<file path="config.mk">
export PLATFORM = sky130hd
export DESIGN_NAME = ram_access_arbiter
export DESIGN_NICKNAME = d
export VERILOG_FILES = /design/src/rtl/ram_access_arbiter.sv
export SDC_FILE = /design/constraint.sdc
export NUM_CORES = 1
export LEC_CHECK = 0
export BUFFER_PORTS_ARGS = -buffer_cell sky130_fd_sc_hd__buf_2
export CAP_MARGIN = 20
export CORE_ASPECT_RATIO = 1.1
export CORE_MARGIN = 5
export CORE_UTILIZATION = 50
export DETAILED_ROUTE_END_ITERATION = 8
export GPL_ROUTABILITY_DRIVEN = 0
export PLACE_DENSITY = 0.93
export SYNTH_ARGS = -nofsm -noshare
export SYNTH_HDL_FRONTEND = slang
export SYNTH_SLANG_ARGS = --single-unit
</file>
<file path="constraint.sdc">
create_clock -name clk -period 3.07 [get_ports clk]
set_input_delay 0.7675 -clock clk [delete_from_list [all_inputs] [get_ports clk]]
set_output_delay 0.7675 -clock clk [all_outputs]
set_load 0.02 [all_outputs]
</file>
<file path="src/rtl/ram_access_arbiter.sv">
// Round-robin arbiter between two requesters and a single-port 4096x32 RAM.
// Sequences registered RAM reads, read-modify-write sub-word stores and sub-word load extraction.
module ram_access_arbiter #(
   parameter int ADDR_W      = 12,
   parameter bit FIRST_GRANT = 1'b0
) (
   input  logic              clk,
   input  logic              rst_n,
   input  logic              a_req,
   input  logic              a_we,
   input  logic [1:0]        a_size,
   input  logic              a_uns,
   input  logic [ADDR_W+1:0] a_addr,
   input  logic [31:0]       a_wdata,
   input  logic              b_req,
   input  logic              b_we,
   input  logic [1:0]        b_size,
   input  logic              b_uns,
   input  logic [ADDR_W+1:0] b_addr,
   input  logic [31:0]       b_wdata,
   output logic              a_ack,
   output logic              b_ack,
   output logic [31:0]       rdata,
   output logic              err,
   output logic [ADDR_W-1:0] ram_address,
   output logic [31:0]       ram_data_input,
   output logic              ram_store,
   output logic              ram_load,
   input  logic [31:0]       ram_data_output
);

   typedef enum logic [2:0] {IDLE, ACC, WAIT, WR, RESP} state_t;

   state_t            state_q, state_d;
   logic              port_q, port_d;
   logic              last_q, last_d;
   logic              we_q, we_d;
   logic [1:0]        size_q, size_d;
   logic              uns_q, uns_d;
   logic [ADDR_W+1:0] addr_q, addr_d;
   logic [31:0]       wdata_q, wdata_d;
   logic              err_q, err_d;
   logic [31:0]       rdata_q, rdata_d;

   // Contended requests go to the port that did not win last time.
   logic              gnt;
   logic              sel_we, sel_uns, sel_bad;
   logic [1:0]        sel_size;
   logic [ADDR_W+1:0] sel_addr;
   logic [31:0]       sel_wdata;

   assign gnt       = (a_req && b_req) ? ~last_q : b_req;
   assign sel_we    = gnt ? b_we    : a_we;
   assign sel_uns   = gnt ? b_uns   : a_uns;
   assign sel_size  = gnt ? b_size  : a_size;
   assign sel_addr  = gnt ? b_addr  : a_addr;
   assign sel_wdata = gnt ? b_wdata : a_wdata;
   assign sel_bad   = (sel_size == 2'b11) ||
                      (sel_size == 2'b01 && sel_addr[0]) ||
                      (sel_size == 2'b10 && sel_addr[1:0] != 2'b00);

   logic [7:0]  byte_lane;
   logic [15:0] half_lane;
   logic [31:0] load_val;
   logic [31:0] merged;

   always_comb begin
      byte_lane = ram_data_output[{addr_q[1:0], 3'b000} +: 8];
      half_lane = ram_data_output[{addr_q[1], 4'b0000} +: 16];
      case (size_q)
         2'b00:   load_val = {{24{~uns_q & byte_lane[7]}}, byte_lane};
         2'b01:   load_val = {{16{~uns_q & half_lane[15]}}, half_lane};
         default: load_val = ram_data_output;
      endcase
      merged = ram_data_output;
      if (size_q == 2'b00)
         merged[{addr_q[1:0], 3'b000} +: 8] = wdata_q[7:0];
      else if (size_q == 2'b01)
         merged[{addr_q[1], 4'b0000} +: 16] = wdata_q[15:0];
   end

   // The merged RMW word reuses wdata_q, so the RAM write data is always wdata_q.
   assign ram_address    = addr_q[ADDR_W+1:2];
   assign ram_data_input = wdata_q;
   assign rdata          = rdata_q;

   always_comb begin
      state_d   = state_q;
      port_d    = port_q;
      last_d    = last_q;
      we_d      = we_q;
      size_d    = size_q;
      uns_d     = uns_q;
      addr_d    = addr_q;
      wdata_d   = wdata_q;
      err_d     = err_q;
      rdata_d   = rdata_q;
      ram_store = 1'b0;
      ram_load  = 1'b0;
      a_ack     = 1'b0;
      b_ack     = 1'b0;
      err       = 1'b0;
      case (state_q)
         IDLE: begin
            if (a_req || b_req) begin
               port_d  = gnt;
               last_d  = gnt;
               we_d    = sel_we;
               size_d  = sel_size;
               uns_d   = sel_uns;
               addr_d  = sel_addr;
               wdata_d = sel_wdata;
               err_d   = sel_bad;
               state_d = sel_bad ? RESP : ACC;
            end
         end
         ACC: begin
            if (we_q && size_q == 2'b10) begin
               ram_store = 1'b1;
               state_d   = RESP;
            end else begin
               ram_load = 1'b1;
               state_d  = WAIT;
            end
         end
         WAIT: begin
            if (we_q) begin
               wdata_d = merged;
               state_d = WR;
            end else begin
               rdata_d = load_val;
               state_d = RESP;
            end
         end
         WR: begin
            ram_store = 1'b1;
            state_d   = RESP;
         end
         RESP: begin
            a_ack   = ~port_q;
            b_ack   = port_q;
            err     = err_q;
            state_d = IDLE;
         end
         default: state_d = IDLE;
      endcase
   end

   always_ff @(posedge clk or negedge rst_n) begin
      if (!rst_n) begin
         state_q <= IDLE;
         port_q  <= 1'b0;
         last_q  <= ~FIRST_GRANT;
         we_q    <= 1'b0;
         size_q  <= 2'b00;
         uns_q   <= 1'b0;
         addr_q  <= '0;
         wdata_q <= '0;
         err_q   <= 1'b0;
         rdata_q <= '0;
      end else begin
         state_q <= state_d;
         port_q  <= port_d;
         last_q  <= last_d;
         we_q    <= we_d;
         size_q  <= size_d;
         uns_q   <= uns_d;
         addr_q  <= addr_d;
         wdata_q <= wdata_d;
         err_q   <= err_d;
         rdata_q <= rdata_d;
      end
   end

endmodule
</file>
==> results of run 1 <==
[critical path, cell delays in order (launching register included)]
cell	delay (ns)
dfrtp_1	0.60
a31oi_1	0.18
nor3b_1	0.41
buf_2	0.25
[power breakdown]
part	switching (W)	internal, W
clock	0.000458	0.000564
combinational	0.00258	0.00161
sequential	0.000521	0.00176
total	0.00356	0.00394
[cells by family (layout without fill, tap and decap cells)]
logic type / Yosys count / count (layout) / synth area share [%]
flops: 88 / 88 / 40.03
mux: 43 / 43 / 10.23
buf+inv: 65 / 255 / 6.092
simple gates: 165 / 165 / 14.55
fa+ha+maj: 5 / 5 / 1.137
compound gates: 217 / 217 / 27.96
[state kept, by name, indices dropped and copies added (netlist names), 2 cells and up]
register / count
size_q: 2
ram_data_input: 32
state_q: 3
rdata: 32
addr_q: 14
[cell type report]
| class | instances | area share (%) |
|---|---|---|
| Clock buffer | 10 | 3.466 |
| Clock inverter | 5 | 0.4899 |
| Inverter | 8 | 0.4355 |
| Multi-Input combinational cell | 430 | 43.17 |
| Sequential cell | 88 | 31.95 |
| Tap cell | 147 | 2.667 |
| Timing Repair Buffer | 232 | 17.82 |
[metrics by stage]
| stage | hold WS (ns) | power [W] | instance area [um2] | cells | setup slack (ns) |
|---|---|---|---|---|---|
| 6_report | 0.4331 | 0.007495 | 6895 | 920 | 0.5214 |
| 5_1_grt | 0.4847 | 0.007943 | 6895 | 920 | 0.3949 |
| 4_1_cts | 0.4742 | 0.007432 | 6895 | 920 | 0.5289 |
| 3_5_place_dp | 0.4604 | 0.006401 | 6623 | 905 | 0.6146 |
| 3_3_place_gp | 0.4552 | 0.006274 | 6623 | 905 | 0.7811 |
| 2_1_floorplan | 0.4719 | 0.005189 | 5504 | 583 | 0.7145 |
[metal layers]
metal | share of wire (%) | GRT usage (%) | wire (um)
met5 | 0 | 0 | 0
met4 | 4.5 | 12.78 | 875
met3 | 13 | 7.370 | 2644
met2 | 46 | 46.43 | 9044
met1 | 36 | 38.79 | 7077
[worst max path at each step]
stage	slack [ns]	from	endpoint
global route	0.39	size_q[1]	ram_store
floorplan	0.71	addr_q[1]	ram_data_input[12]
finish	0.52	size_q[1]	ram_store
CTS	0.53	size_q[1]	ram_store
detailed placement	0.61	a_req	ram_data_input[5]
global placement	0.78	a_req	ram_data_input[2]
[placed cells by master (no fill, tap or decap), types with 3 or more instances in the layout]
master	n
a2111oi_0	8
a211o_1	3
a21o_1	15
a21oi_1	39
a221o_1	5
a221oi_1	24
a22o_1	16
a22oi_1	12
a31oi_1	21
buf_2	215
buf_4	15
clkbuf_16	9
dfrtp_1	87
ha_1	5
inv_1	7
mux2_2	26
mux2i_1	9
mux4_2	8
nand2_1	67
nand2b_1	19
nor2_1	54
nor4_1	3
o21a_1	3
o21ai_0	16
o22a_1	7
o22ai_1	30
o31ai_1	7
o32ai_1	3
==> flow_metrics.tcl, run 1 <==
set metrics [dict create \
    crit_arrival_ns 1.78 \
    grt_pass1_wl_um 30470 \
    synthFlopType "dfrtp_1" \
    maxCapViolCount 0 \
    hpwl_um 14660 \
    regArea_um2 2203 \
    path_max_fanout 10 \
    cts_resized 0 \
    cts_setup_buffers 0 \
    ir_worst_vdd_v 0.0005850 \
    synth.top_cell.area_share_pct 39.55 \
    status "complete, no violations" \
    route.vias.total 5878 \
    synth_edf_count 0 \
    worst_pin_slew_ns 0.6555 \
    antenna_cells 0 \
    yosysMostFrequentCell "dfrtp_1" \
    leakagePower_nw 3.221 \
    fin_crit_sh_pct 83.01 \
    synthTopCellsByCount "dfrtp_1 (87), nand2_1 (67), nor2_1 (54)" \
    ys_types 56 \
    rr_worst_depth 7 \
    relSlewSlack_pct 55.17 \
    fin_nets 910 \
    rr_endpoint "ram_data_input[30]" \
    ys_ff_latch 88 \
    worstHoldPathType "primary input to asynchronous set/reset pin" \
    drive_gt1_share_pct 38.16 \
    io_buffers 216 \
    fin_crit_ns 2.549 \
    cts_buffers 9 \
    h-tree-depth 3 \
    postLayoutCoreUtil_pct 63.49 \
    start_kind "register" \
    slew_violations 0 \
    syn-cell-area_um2 5504 \
    ant_nets 0 \
    synth_top_area_cell "dfrtp_1" \
    vias_per_cell 6.389 \
    cts-root-buf "clkbuf_16" \
    hold_violations 0 \
    clock_latency_ns 0.34 \
    grt_overflow_total 0 \
    drt-total-wl_um 19640 \
    rows 40 \
    cts.sinks 88 \
    num-fill-cells 921 \
    setup-violations-final 0 \
    antenna_found_initial 0 \
    synth_area_per_cell_um2 9.441 \
    cp-end-kind "output pin" \
    die_height_um 120.0 \
    cp.required_ns 2.30 \
    power_density_nw_per_um2 1087 \
    holdBufCountCts 0 \
    io_pins 217 \
    ys_async_sr_fraction_pct 100.0 \
    core_area_um2 10860 \
    grt_pass1_vias 5817 \
    multi_input_area_um2 2977 \
    avgRoutedWirePerCell_um 21.35 \
    fp.dieArea_um2 13210 \
    drcViolationCount 0 \
    syn2layout_area_growth_pct 25.28 \
    final.setup.tns_ns 0 \
    start_util_pct 50.68 \
    fmax_mhz 392.4 \
    grt_max_degree 89 \
    drt_iter0_drc 887 \
    drt_first_pass_iters 5 \
    rsz0062_at_grt "no" \
    yosysWarningCount 0 \
    synthTopCellsByArea "dfrtp_1 (40%), mux2_2 (5.3%), nand2_1 (4.6%), a221oi_1 (3.8%), nor2_1 (3.7%)" \
    clockBufferDepth 2 \
    clk_pin_slew_ns 0.07 \
    timing.rr.start "addr_q[0]" \
    cts_tree "built" \
    die_w_um 110.0 \
    path_class "register to output pin" \
    netlist_instances 583 \
    grt_use_total_pct 29.70 \
    r2r_setup_slack_ns 0.78 \
    synth_seq_area_share_pct 40.03 \
    clock_skew_ns 0.006720 \
    synthesis.nets 724 \
]
No activity file was read; power rests on OpenSTA's default activity.
==> run 2: changes to the inputs <==
- clock period: 3.07 -> 2.6 ns (I/O delays scaled with it)
==> run 2 against run 1 <==
Flip-flop and latch count stayed put; cell area is 0.74% higher; via count is 0.24% lower; power is 20% higher; critical endpoint unchanged; largest cell class unchanged.
==> flow_metrics.tcl, run 2 (same netlist as run 1, synthesis figures left out) <==
set metrics [dict create \
    status "complete, no violations" \
    cts.sinks 88 \
    cp.required_ns 1.95 \
    grt_max_degree 60 \
    path_class "register to output pin" \
    clock_latency_ns 0.35 \
    syn2layout_area_growth_pct 26.21 \
    start_kind "register" \
    path_cells "inv_1, a31oi_1, nor3b_2, buf_2" \
    final_cell_mix "buf_2 (215), dfrtp_1 (86), nand2_1 (67)" \
    io_pins 217 \
    fin_crit_ns 2.289 \
    clockBufferDepth 2 \
    leakagePower_nw 3.254 \
    antenna_found_initial 1 \
    final.setup.tns_ns 0 \
    r2r_setup_slack_ns 0.38 \
    hold_violations 0 \
    layout_commonest_cell "buf_2" \
    grt_pass1_vias 5776 \
    dpl_cell_area_um2 6668 \
    fin_crit_sh_pct 88.03 \
    dp_cells 911 \
    cts_buffers 9 \
    path_max_fanout 5 \
    rr_endpoint "ram_data_input[23]" \
    maxCapViolCount 0 \
    die_height_um 120.0 \
    fin_nets 916 \
    core_area_um2 10860 \
    power.total_w 0.008960 \
    final_cell_area_um2 6947 \
    cp_slowest_cell "dfrtp_1" \
    clock_skew_ns 0.006449 \
    route.vias.total 5864 \
    cpPeakStageDelay_ns 0.42 \
    drt_iter0_drc 609 \
    h-tree-depth 3 \
    hpwl_um 14290 \
    worstHoldPathType "primary input to asynchronous set/reset pin" \
    rsz0062_at_grt "no" \
    ant_nets 0 \
    timing.rr.start "addr_q[1]" \
    stdcell_count 927 \
    whs_ns 0.2192 \
    start_util_pct 50.68 \
    die_w_um 110.0 \
    grt_use_total_pct 29.01 \
    power_density_nw_per_um2 1290 \
    antenna_cells 0 \
    cp-end-kind "output pin" \
    fp.dieArea_um2 13210 \
    grt_overflow_total 0 \
    setup-violations-final 0 \
    fmax_mhz 436.9 \
    drt-total-wl_um 19180 \
    rr_worst_depth 6 \
    drcViolationCount 0 \
    cts_tree "built" \
    crit_arrival_ns 1.64 \
    slew_violations 0 \
    clk_pin_slew_ns 0.07 \
    avgRoutedWirePerCell_um 20.69 \
    io_buffers 216 \
    relSlewSlack_pct 55.26 \
    cts_setup_buffers 0 \
    cts-root-buf "clkbuf_16" \
    ir_worst_vdd_v 0.0007571 \
    grt_pass1_wl_um 29610 \
    worst_pin_slew_ns 0.6541 \
    drt_first_pass_iters 8 \
    drive_gt1_share_pct 38.85 \
    rows 40 \
    vias_per_cell 6.326 \
]
run 2: cell types whose count changed in the layout (fill, tap and decap cells not counted):
cell and delta:
buf_4 +6, inv_6 +2, clkbuf_1 +1, clkbuf_8 -1
clkinvlp_4 -1, dfrtp_1 -1, dfrtp_2 +1, nor3b_1 -1
nor3b_2 +1
run 2: area by class of cell:
| class | count | area [um2] |
|---|---|---|
| Tap cell | 147 | 183.9 |
| Fill cell | 873 | 3914 |
| Multi-Input combinational cell | 430 | 2982 |
| Inverter | 8 | 30.03 |
| Clock buffer | 10 | 229.0 |
| Sequential cell | 88 | 2205 |
| Clock inverter | 6 | 43.79 |
| Timing Repair Buffer | 238 | 1274 |
run 2: how the worst max path moves through the flow:
| stage | start | endpoint | slack [ns] | depth (start not counted) |
|---|---|---|---|---|
| 4_1_cts | size_q[1] | ram_store | 0.20 | 3 |
| 6_report | size_q[0] | ram_store | 0.31 | 4 |
| 3_5_place_dp | b_req | ram_data_input[1] | 0.38 | 6 |
| 3_3_place_gp | b_req | ram_data_input[1] | 0.48 | 6 |
| 5_1_grt | size_q[0] | ram_store | 0.16 | 4 |
| 2_1_floorplan | addr_q[1] | ram_data_input[12] | 0.24 | 8 |
run 2: critical path: cells and delay by family (launching register included):
family                 cells  cell delay, ns
and+or+nand+nor            1            0.26
AOI/OAI and AO/OA          1            0.18
buffers and inverters      2            0.44
DFF                        1            0.42
run 2: stage by stage:
step	utilization [%]	setup slack, ns
final	63.96	0.3112
after global routing	63.96	0.1624
after global placement	61.39	0.4792
after floorplan	-	0.2445
after detailed placement	61.39	0.3788
after CTS	63.91	0.1951
run 2: what timing repair did:
action,4_1_cts,5_1_grt
resized for setup,0,2
hold buffers,0,0
setup endpoints to repair,0,1
run 2: per-layer routing:
layer  vias to the layer above  share of wire, %  GRT usage [%]
li1                       2590                 -              -
met1                      2691                35          36.84
met2                       488                47          46.28
met3                        93                14          7.746
met4                         2               3.9          12.16
met5                         -             0.068              0
run 2: power by group:
group / switching [W] / total (W) / internal (W)
sequential: 0.000605 / 0.00268 / 0.00208
combinational: 0.00307 / 0.00505 / 0.00198
clock: 0.000573 / 0.00123 / 0.000653
total: 0.00425 / 0.00896 / 0.00471
